`src/rtl/cga_pkg.sv`:
```
// Shared types and constants for the CGA ISA-side VRAM port: default widths,
// access FSM encoding and the sequencer's CPU grant windows.
package cga_pkg;

  localparam int AW_DEF = 14;
  localparam int DW_DEF = 8;

  typedef enum logic [2:0] {
    IDLE,
    WAIT,
    A1,
    A2,
    DONE
  } state_t;

  // clkdiv ranges in which the sequencer opens isa_op_enable
  localparam int CLKDIV_PERIOD = 32;
  localparam int ISA_WIN0_LO   = 5;
  localparam int ISA_WIN0_HI   = 14;
  localparam int ISA_WIN1_LO   = 21;
  localparam int ISA_WIN1_HI   = 30;

  function automatic logic in_isa_window(input int clkdiv);
    return ((clkdiv >= ISA_WIN0_LO) && (clkdiv <= ISA_WIN0_HI)) ||
           ((clkdiv >= ISA_WIN1_LO) && (clkdiv <= ISA_WIN1_HI));
  endfunction

endpackage

```
`src/rtl/cga_isa_vram_port.sv`:
```
// CPU-side responder for the CGA VRAM time-slot scheme: runs one ISA access per
// sequencer grant and stretches ISA ready until it completes.
// Optional CGA_POSTED_WRITE_EN adds a one-entry posted write buffer.
module cga_isa_vram_port
  import cga_pkg::*;
#(
  parameter int AW = AW_DEF,
  parameter int DW = DW_DEF
) (
  input  logic          clk,
  input  logic          reset,
  input  logic          isa_op_enable,
  input  logic          vram_read,
  input  logic [AW-1:0] bus_addr,
  input  logic [DW-1:0] bus_din,
  input  logic          bus_memr,
  input  logic          bus_memw,
  output logic [DW-1:0] bus_dout,
  output logic          bus_rdy,
  output logic          cpu_sel,
  output logic [AW-1:0] cpu_addr,
  output logic          cpu_we,
  output logic [DW-1:0] cpu_wdata,
  input  logic [DW-1:0] vram_rdata,
  output logic          collision
);

  state_t        state;
  logic          req;
  logic [AW-1:0] addr_q;
  logic [DW-1:0] data_q;
  logic          wr_q;
  logic          full;
  logic          fresh;
  logic [AW-1:0] grant_addr;
  logic [DW-1:0] grant_data;
  logic          grant_wr;

  assign req = bus_memr | bus_memw;

  // A buffered write must drain before a new request may be captured.
  assign fresh      = (state == IDLE) && !full;
  assign grant_addr = fresh ? bus_addr : addr_q;
  assign grant_data = fresh ? bus_din  : data_q;
  assign grant_wr   = fresh ? bus_memw : wr_q;

`ifdef CGA_POSTED_WRITE_EN
  logic post_take;

  assign post_take = fresh && bus_memw;
  assign bus_rdy   = !(req && (state != DONE)) || post_take;
`else
  assign full    = 1'b0;
  assign bus_rdy = !(req && (state != DONE));
`endif

  always_ff @(posedge clk or posedge reset) begin
    if (reset) begin
      state     <= IDLE;
      cpu_sel   <= 1'b0;
      cpu_we    <= 1'b0;
      cpu_addr  <= '0;
      cpu_wdata <= '0;
      bus_dout  <= '0;
      collision <= 1'b0;
      addr_q    <= '0;
      data_q    <= '0;
      wr_q      <= 1'b0;
`ifdef CGA_POSTED_WRITE_EN
      full      <= 1'b0;
`endif
    end else begin
      cpu_we    <= 1'b0;
      collision <= cpu_sel & vram_read;
      case (state)
        IDLE: begin
          if (full || req) begin
            if (fresh) begin
              addr_q <= bus_addr;
              data_q <= bus_din;
              wr_q   <= bus_memw;
            end
`ifdef CGA_POSTED_WRITE_EN
            if (post_take) begin
              full  <= 1'b1;
              state <= DONE;
            end else
`endif
            if (isa_op_enable) begin
              state     <= A1;
              cpu_sel   <= 1'b1;
              cpu_addr  <= grant_addr;
              cpu_wdata <= grant_data;
              cpu_we    <= grant_wr;
            end else begin
              state <= WAIT;
            end
          end
        end
        WAIT: begin
          if (isa_op_enable) begin
            state     <= A1;
            cpu_sel   <= 1'b1;
            cpu_addr  <= grant_addr;
            cpu_wdata <= grant_data;
            cpu_we    <= grant_wr;
          end
        end
        A1: state <= A2;
        A2: begin
          cpu_sel <= 1'b0;
          if (!wr_q) bus_dout <= vram_rdata;
`ifdef CGA_POSTED_WRITE_EN
          // a drain has no ISA cycle waiting on it, so skip DONE
          if (full) begin
            full  <= 1'b0;
            state <= IDLE;
          end else
`endif
          state <= DONE;
        end
        DONE: if (!req) state <= IDLE;
        default: state <= IDLE;
      endcase
    end
  end

endmodule

```
`config.mk`:
```
export PLATFORM = sky130hd
export DESIGN_NAME = cga_isa_vram_port
export DESIGN_NICKNAME = d
export VERILOG_FILES = /design/src/rtl/cga_pkg.sv /design/src/rtl/cga_isa_vram_port.sv
export SDC_FILE = /design/constraint.sdc
export NUM_CORES = 1
export LEC_CHECK = 0
export BUFFER_PORTS_ARGS = -buffer_cell sky130_fd_sc_hd__buf_2
export CORE_MARGIN = 2
export CORE_UTILIZATION = 47
export DETAILED_ROUTE_END_ITERATION = 8
export PLACE_DENSITY = 0.87
export SETUP_SLACK_MARGIN = 0.15
export SLEW_MARGIN = 40
export SYNTH_ARGS = -nofsm -noshare
export SYNTH_HDL_FRONTEND = slang
export SYNTH_SLANG_ARGS = --single-unit
```
`constraint.sdc`:
```
create_clock -name clk -period 1.9 [get_ports clk]
set_clock_uncertainty 0.1 [all_clocks]
set_input_delay 0.19 -clock clk [delete_from_list [all_inputs] [get_ports clk]]
set_output_delay 0.19 -clock clk [all_outputs]
set_load 0.02 [all_outputs]
```
==> flow_summary_export.csv, run 1 <==
group,metric,value,unit
outcome,outcome,"completed",
worst_setup_path,timing_worst_setup_path_type,"reg -> out",
worst_setup_path,rrSetupSlack,0.14,ns
timing,setup_viol,0,
floorplanning,boundaryPins,70,
clock_tree,cts_max_path_buffers,2,
synth,synth_edf_count,0,
timing,finalSetupTns,0,ns
drt,drc,0,
drt,antenna_left,0,
cells_and_area,seq_area,0.00148,mm^2
drt,drt_wl_total,5.16,mm
placement,place.detailed.hpwl,3.14,mm
synth,yosys-mux-area-fraction,0.328,
cells_and_area,nets,311,
clock_tree,clock_latency,0.32,ns
worst_setup_path,path_buf_inv,2,
global_routing,grt.total_usage,0.173,
synth,seq_area_frac_synth,0.575,
synth,ys_warn_count,0,
worst_setup_path,crit_top_cell,"buf_6",
worst_setup_path,cp.required,1.61,ns
worst_setup_path,path_delay_family,"flip-flops",
drt,via_count,1729,
worst_setup_path,max_stage_delay,0.42,ns
placement,port_buffers,69,
clock_tree,cts.sinks,59,
worst_setup_path,cp_max_fo,8,
clock_tree,cts_tree,"done",
synth,synthXorXnorAreaFrac,0,
worst_setup_path,worst_setup_path_end_kind,"primary output",
floorplanning,initial_core_util,0.493,
timing,clock.fmax,0.568,GHz
worst_setup_path,rr_worst_depth,3,
floorplanning,num_rows,26,
floorplanning,die_w,77.9,um
worst_setup_path,endpoint,"bus_rdy",
synth,synth_fa_ha_area_frac,0,
cells_and_area,n_fill_cell,398,
synth,synth_nets,203,
hold_path,min_path_type,"in -> reg",
cells_and_area,layout-drive-gt1-share,0.563,
worst_setup_path,crit_chain,"buf_6, or3_4, o21ai_2, buf_6",
synth,synth_most_common_cell,"dfrtp_1",
synth,synthSimpleGateAreaFrac,0.0429,
flow_run,maxCapViolCount,0,
worst_setup_path,reg2reg_from,"state[0]",
synth,synth_compound_gate_area_share,0.0200,
timing,finalMaxSlewViolations,0,
worst_setup_path,r2r-end,"cpu_addr[5]",
timing,hold_viol,0,
floorplanning,die_area,0.00607,mm^2
global_routing,grt_pass1_vias,1702,
global_routing,grt_pass1_wl,7.91,mm
synth,synthCells,167,
clock_tree,numCtsBuffers,9,
timing,worstMarginPinSlew,0.303,ns
drt,firstDrtPassIters,4,
cells_and_area,multiInputGateArea,0.00104,mm^2
synth,synth_area,0.00257,mm^2
synth,synth_area_leaders,"dfrtp_1 58%, mux2_2 24%, mux2_1 8.8%",
drt,wl_per_cell,14.8,um
timing,rsz0062_at_grt,"yes",
timing,relSlewSlack,0.798,
floorplanning,core-area,0.00520,mm^2
synth,synth.top_cell.area_share,0.575,
cells_and_area,diodes,0,
synth,synth_top_family_by_area,"multiplexers",
drt,avgViaCountPerCell,4.95,
power_and_ir_drop,p_leak,1.62,nW
timing,period_needed,1.76,ns
worst_setup_path,worst_path_max_delay_cell,"dfrtp_1",
synth,yosys-top-cells-count,"59 x dfrtp_1, 54 x mux2_2, 20 x mux2_1, 5 x buf_6",
drt,drt_iter0_markers,44,
global_routing,grt_max_degree,60,
global_routing,grt_overflow_total,0,
power_and_ir_drop,power_density,1710,mW/mm^2
worst_setup_path,critPathLaunch,"state[1]",
power_and_ir_drop,ir_drop,0.981,mV
worst_setup_path,path_depth,4,
floorplanning,die_height,77.9,um
clock_tree,cts_root_buffer,"clkbuf_8",
worst_setup_path,critPathLaunchType,"flop",
synth,synthDominantAreaCellType,"dfrtp_1",
placement,gp_congestion,0.700,
global_routing,antenna_found_initial,0,
timing,hold_slack,0.0103,ns
cells_and_area,syn_to_final_growth,35.5,%
clock_tree,htree_levels,3,
synth,async_flop_share,1.00,
synth,avgSynthCellArea,15.4,um^2
worst_setup_path,arrival,1.47,ns
clock_tree,clkTransAtPathRegs,0.06,ns
synth,synthFlopType,"dfrtp_1",
synth,synth.ff_latch_count,59,
timing,period_share,0.927,
synth,synth_cell_types,22,
cells_and_area,postLayoutCoreUtil,0.668,
-- stage by stage --
step	power, mW	std cells	setup slack (ns)	instance area [um^2]
after floorplan	4.15	167	0.133	2570
after global placement	4.74	305	0.116	3000
after detailed placement	4.85	305	0.0561	3000
after CTS	5.88	344	0.0539	3410
after global routing	6.31	349	0.0853	3480
final	5.94	349	0.139	3480
-- power by group --
| group | internal [mW] | total (mW) | switching (mW) |
|---|---|---|---|
| clock | 0.495 | 0.928 | 0.433 |
| sequential | 1.90 | 2.23 | 0.329 |
| combinational | 1.45 | 2.78 | 1.33 |
-- cell families after synthesis --
kind of cell / after synthesis
simple gates: 13
flops: 59
compound gates: 9
buf+inv: 11
mux: 75
-- area by class of cell --
type | count | area share
flip-flops and latches | 59 | 0.425
multi-input cells | 98 | 0.298
repair buffers | 103 | 0.201
clock buffers | 12 | 0.0417
well taps | 70 | 0.0252
clock inverters | 3 | 0.00432
inverters | 4 | 0.00432
-- cells in the final DEF (no fill, tap or decap), types with 2 or more instances in the layout --
master | netlist | routed
a21oi_1 | 4 | 4
or3_4 | 1 | 2
buf_2 | 0 | 68
buf_12 | 0 | 2
mux2_2 | 54 | 54
clkinv_2 | 0 | 3
nor2_1 | 2 | 2
mux2_1 | 20 | 20
inv_1 | 4 | 3
buf_4 | 2 | 6
clkbuf_8 | 0 | 10
clkbuf_1 | 0 | 2
nand2_1 | 2 | 2
nor2b_1 | 2 | 2
dlygate4sd3_1 | 0 | 23
dfrtp_1 | 59 | 58
nand4b_4 | 1 | 2
buf_6 | 5 | 4
-- flip-flops by register name, summed over array words and instances, names as in the netlist --
signal,flops
data_q,8
cpu_sel,1
collision,1
cpu_addr,14
wr_q,1
cpu_wdata,8
state,3
bus_dout,8
addr_q,14
cpu_we,1
-- timing repair --
item	CTS	global route
resized for setup	3	9
setup endpoints to repair	23	23
pin swaps	0	1
cloned	1	1
hold endpoints to repair	81	0
setup buffers	0	4
hold buffers	23	0
-- routing by layer --
metal	GRT usage	wire length, um
met5	0	0
met4	0.0947	101
met3	0.0337	224
met2	0.296	2650
met1	0.203	2180
-- worst min path at each step --
| stage | startpoint | to | slack, ns | cells past startpoint |
|---|---|---|---|---|
| 2_1_floorplan | vram_read | collision | 0.22 | 1 |
| 3_3_place_gp | reset | data_q[6] | 0.17 | 3 |
| 3_5_place_dp | reset | cpu_wdata[3] | 0.17 | 3 |
| 4_1_cts | bus_din[5] | data_q[5] | 0.0001 | 2 |
| 5_1_grt | vram_rdata[4] | bus_dout[4] | 0.009 | 2 |
| 6_report | bus_din[5] | data_q[5] | 0.01 | 2 |
Power figures use the tool's default switching activity.
==> run 2, diff against run 1 <==
PLACE_DENSITY = 0.76   (was 0.87)
==> run 2 against run 1 <==
First-iteration DRC count increased by 45%. Sequential power grew 3%. Count of clock-buffer cells in the layout shrank 2. Worst setup slack got worse by 0.070 ns. Non-clock buffer count increased by 16. Die area unchanged. Worst hold slack improved by 0.0015 ns. Register-to-register slack got worse by 0.07 ns. Total power increased by 21%. Combinational power increased by 36%.
==> flow_summary_export.csv, run 2 (synthesis gave the netlist of run 1 again) <==
group,metric,value,unit
worst_setup_path,rrSetupSlack,0.07,ns
placement,port_buffers,69,
worst_setup_path,max_stage_delay,0.41,ns
timing,finalMaxSlewViolations,0,
worst_setup_path,crit_top_cell,"buf_6",
cells_and_area,nets,328,
worst_setup_path,worst_setup_path_end_kind,"flop",
power_and_ir_drop,power,7.20,mW
floorplanning,boundaryPins,70,
hold_path,hold_start,"bus_addr[9]",
timing,clock.fmax,0.546,GHz
cells_and_area,final_common_cell,"buf_2",
worst_setup_path,cp_max_fo,6,
cells_and_area,diodes,0,
clock_tree,cts.sinks,59,
global_routing,grt_pass1_vias,1933,
timing,relSlewSlack,0.753,
timing,hold_viol,0,
global_routing,grt_max_degree,30,
clock_tree,cts_root_buffer,"clkbuf_8",
cells_and_area,reg.largest.list,"addr_q (14), cpu_addr (14)",
placement,place.detailed.hpwl,3.38,mm
clock_tree,cts_max_path_buffers,2,
global_routing,grt_overflow_total,0,
drt,wl_per_cell,18.5,um
drt,firstDrtPassIters,5,
drt,avgViaCountPerCell,5.17,
floorplanning,die_height,77.9,um
drt,via_count,1897,
drt,drt_iter0_markers,64,
clock_tree,clkTransAtPathRegs,0.07,ns
floorplanning,core-area,0.00520,mm^2
power_and_ir_drop,ir_drop,0.894,mV
outcome,outcome,"completed",
global_routing,antenna_found_initial,0,
worst_setup_path,reg2reg_from,"state[2]",
worst_setup_path,arrival,1.96,ns
clock_tree,htree_levels,3,
drt,drt_wl_total,6.79,mm
hold_path,min_to,"addr_q[9]",
global_routing,grt_pass1_wl,9.13,mm
floorplanning,die_w,77.9,um
worst_setup_path,cp.required,2.02,ns
timing,finalSetupTns,0,ns
clock_tree,numCtsBuffers,9,
worst_setup_path,r2r-end,"addr_q[3]",
timing,worstMarginPinSlew,0.371,ns
drt,antenna_left,0,
clock_tree,clock_latency,0.34,ns
flow_run,maxCapViolCount,0,
hold_path,whs_path_depth,2,
cells_and_area,layout-drive-gt1-share,0.640,
global_routing,grt.total_usage,0.199,
worst_setup_path,worst_path_max_delay_cell,"dfrtp_1",
timing,rsz0062_at_grt,"yes",
power_and_ir_drop,p_leak,1.90,nW
worst_setup_path,crit_chain,"buf_6, nor3_4, buf_6, and2b_4, clkbuf_16, mux2_4",
timing,period_needed,1.83,ns
clock_tree,cts_tree,"done",
power_and_ir_drop,power_density,1840,mW/mm^2
floorplanning,initial_core_util,0.493,
worst_setup_path,rr_worst_depth,6,
timing,period_share,0.964,
timing,setup_viol,0,
hold_path,min_path_type,"in -> reg",
placement,gp_congestion,0.746,
cells_and_area,syn_to_final_growth,52.1,%
worst_setup_path,critPathLaunchType,"flop",
drt,drc,0,
worst_setup_path,timing_worst_setup_path_type,"reg -> reg",
cells_and_area,most-common-layout-cells,"68 x buf_2, 59 x dfrtp_1, 46 x mux2_4, 30 x dlygate4sd3_1, 28 x mux2_2",
floorplanning,num_rows,26,
floorplanning,die_area,0.00607,mm^2
## run 2: changes by cell type in the layout (fill, tap and decap cells not counted), sizes merged
cell / previous run / this run
buf: 80 / 87
bufinv: 0 / 1
clkinv: 3 / 5
clkinvlp: 0 / 1
dlygate4sd3: 23 / 30
inv: 4 / 3
nand4b: 2 / 3
## run 2: timing repair
action	CTS	global route
cloned	2	3
hold buffers	30	0
endpoints found under the hold margin	44	0
pin swaps	2	1
gates resized for setup	22	50
setup buffers	6	1
endpoints found under the setup margin	23	45
## run 2: power by group
part           internal, mW  switching (mW)  leakage (nW)
registers              1.90           0.382         0.703
clock network         0.629           0.503         0.106
logic                  2.17            1.61          1.09
total                  4.70            2.50          1.90
## run 2: how the worst max path moves through the flow
stage	from	to	slack, ns	cells after the start
global placement	state[0]	cpu_addr[7]	0.11	4
global route	state[1]	bus_rdy	0.05	4
detailed placement	state[0]	cpu_addr[12]	0.05	4
CTS	state[1]	cpu_addr[13]	0.12	6
floorplan	state[0]	cpu_addr[10]	0.13	4
finish	state[2]	addr_q[3]	0.07	6
## run 2: metrics by stage
step | util | area, um^2 | hold slack, ns | cells | worst slack (ns)
2_1_floorplan | - | 2570 | 0.219 | 167 | 0.133
3_3_place_gp | 0.577 | 3000 | 0.0742 | 309 | 0.109
3_5_place_dp | 0.577 | 3000 | 0.0712 | 309 | 0.0529
4_1_cts | 0.700 | 3650 | 0.00282 | 363 | 0.117
5_1_grt | 0.750 | 3910 | 0.0123 | 367 | 0.0495
6_report | 0.750 | 3910 | 0.0119 | 367 | 0.0687
## run 2: area by class of cell
cell class,instances,area [um^2]
tap,70,87.6
clock inverter,6,55.1
fill,335,1300
sequential,59,1480
inverter,4,18.8
timing repair buffer,119,903
clock buffer,10,138
multi-input combinational,99,1230
## run 2: per-layer routing
layer / global-route usage / part of all wire / wire (um) / vias up
met5: 0 / 0 / 0 / -
met4: 0.118 / 0.036 / 243 / 0
met3: 0.0465 / 0.043 / 295 / 21
met2: 0.316 / 0.49 / 3340 / 63
met1: 0.248 / 0.43 / 2910 / 962
li1: - / - / - / 851
## run 2: worst max-delay path, delay by kind of cell (launching register included)
kind	cells	cell delay, ns
buf+inv	3	0.47
simple gates	2	0.43
flops	1	0.41
mux	1	0.29
==> run 3, diff against run 2 <==
==> constraint.sdc (replaced) <==
create_clock -name clk -period 1.9 [get_ports clk]
set_clock_uncertainty 0.1 [all_clocks]
set_input_delay 0.38 -clock clk [delete_from_list [all_inputs] [get_ports clk]]
set_output_delay 0.38 -clock clk [all_outputs]
set_load 0.02 [all_outputs]
==> run 3 against run 2 <==
Combinational power down 12%. Critical endpoint is now bus_rdy. Fmax down 2.9%. Total power down 6.5%. Final area down 11%. Final cell count down 9.5%.
==> flow_summary_export.csv, run 3 (synthesis gave the netlist of run 1 again) <==
group,metric,value,unit
clock_tree,cts.sinks,59,
worst_setup_path,worst_path_max_delay_cell,"dfrtp_1",
cells_and_area,most-common-layout-cells,"68 x buf_2, 57 x dfrtp_1, 43 x mux2_2, 29 x mux2_4, 10 x clkbuf_8",
clock_tree,hold_buffers,0,
timing,setup_viol,0,
placement,place_inst,306,
hold_path,min_path_type,"in -> async",
drt,via_count,1730,
power_and_ir_drop,power,6.73,mW
clock_tree,numCtsBuffers,9,
cells_and_area,syn_to_final_growth,35.2,%
timing,clock.fmax,0.530,GHz
worst_setup_path,timing_worst_setup_path_type,"reg -> out",
power_and_ir_drop,power_density,1940,mW/mm^2
worst_setup_path,path_depth,4,
drt,drt_wl_total,5.69,mm
global_routing,grt_max_degree,60,
clock_tree,cts_max_path_buffers,2,
global_routing,antenna_found_initial,0,
cells_and_area,layout-drive-gt1-share,0.698,
placement,port_buffers,69,
drt,firstDrtPassIters,4,
cells_and_area,diodes,0,
worst_setup_path,r2r-end,"addr_q[1]",
worst_setup_path,max_stage_delay,0.40,ns
timing,period_needed,1.89,ns
clock_tree,cts_tree,"done",
drt,antenna_left,0,
worst_setup_path,cp.required,1.42,ns
drt,wl_per_cell,17.1,um
cells_and_area,fin_cells,332,
power_and_ir_drop,ir_drop,1.18,mV
floorplanning,die_area,0.00607,mm^2
floorplanning,die_height,77.9,um
clock_tree,clock_latency,0.34,ns
floorplanning,boundaryPins,70,
worst_setup_path,worst_setup_path_end_kind,"primary output",
timing,hold_viol,0,
power_and_ir_drop,p_leak,1.67,nW
timing,rsz0062_at_grt,"yes",
cells_and_area,final_common_cell,"buf_2",
floorplanning,num_rows,26,
flow_run,maxCapViolCount,0,
floorplanning,initial_core_util,0.493,
global_routing,grt_pass1_wl,8.58,mm
global_routing,grt_pass1_vias,1834,
worst_setup_path,path_delay_family,"flip-flops",
cells_and_area,reg.largest.list,"addr_q (14), cpu_addr (14)",
placement,gp_congestion,0.775,
worst_setup_path,critPathLaunchType,"flop",
drt,drc,0,
drt,drt_iter0_markers,98,
timing,finalMaxSlewViolations,0,
worst_setup_path,crit_chain,"buf_6, or3_4, o21ai_2, buf_6",
floorplanning,die_w,77.9,um
timing,relSlewSlack,0.666,
worst_setup_path,reg2reg_from,"state[2]",
timing,period_share,0.993,
timing,worstMarginPinSlew,0.500,ns
clock_tree,cts_root_buffer,"clkbuf_8",
worst_setup_path,cp_max_fo,2,
cells_and_area,nets,293,
floorplanning,core-area,0.00520,mm^2
clock_tree,htree_levels,3,
worst_setup_path,crit_top_cell,"buf_6",
outcome,outcome,"completed",
worst_setup_path,arrival,1.41,ns
cells_and_area,n_fill_cell,389,
worst_setup_path,rr_worst_depth,6,
clock_tree,clkTransAtPathRegs,0.06,ns
worst_setup_path,rrSetupSlack,0.06,ns
drt,avgViaCountPerCell,5.21,
global_routing,grt.total_usage,0.187,
placement,place.detailed.hpwl,3.44,mm
global_routing,grt_overflow_total,0,
worst_setup_path,path_buf_inv,2,
==> run 3: power by group <==
group | switching [mW] | internal, mW
Sequential | 0.366 | 1.91
Combinational | 1.46 | 1.88
Clock | 0.487 | 0.634
==> run 3: worst max-delay path by stage <==
stage	from	endpoint	slack, ns
CTS	state[1]	bus_rdy	0.02
detailed placement	bus_memw	cpu_addr[6]	0.04
global placement	bus_memw	cpu_addr[9]	0.07
finish	state[1]	bus_rdy	0.01
floorplan	state[0]	cpu_addr[10]	0.13
global route	state[2]	bus_rdy	-0.02
==> run 3: area by class of cell <==
cell class	instances	area, um^2	area share
Tap cell	70	87.6	0.0252
Clock buffer	11	141	0.0407
Timing Repair Buffer	86	571	0.164
Clock inverter	5	52.6	0.0151
Sequential cell	59	1480	0.426
Inverter	4	18.8	0.00541
Multi-Input combinational cell	97	1120	0.323
==> run 3: routing by layer <==
layer,vias up,global-route usage,part of all wire
li1,778,-,-
met4,0,0.114,0.022
met2,39,0.309,0.52
met5,-,0,0
met1,901,0.211,0.41
met3,12,0.0581,0.051
==> run 3: worst register-to-register path, delay by kind of cell, from the launching register on <==
kind | cells | cell delay (ns)
and+or+nand+nor | 2 | 0.50
buffers and inverters | 3 | 0.42
DFF | 1 | 0.41
muxes | 1 | 0.30
==> run 3: stage by stage <==
step | TNS, ns | instance area [um^2] | hold slack [ns] | util | setup slack (ns)
floorplan | 0 | 2570 | 0.354 | - | 0.133
global placement | 0 | 3000 | 0.365 | 0.576 | 0.0710
detailed placement | 0 | 3000 | 0.374 | 0.576 | 0.0421
CTS | 0 | 3260 | 0.0299 | 0.626 | 0.0229
global route | -0.0307 | 3470 | 0.0441 | 0.667 | -0.0223
finish | 0 | 3470 | 0.00361 | 0.667 | 0.0136
==> run 3: repair_timing <==
item                                    4_1_cts  5_1_grt
resized for setup                            10       34
setup buffers                                 5        3
pin swaps                                     1        0
endpoints found under the hold margin         0        0
endpoints found under the setup margin       23       45
cloned                                        0        2
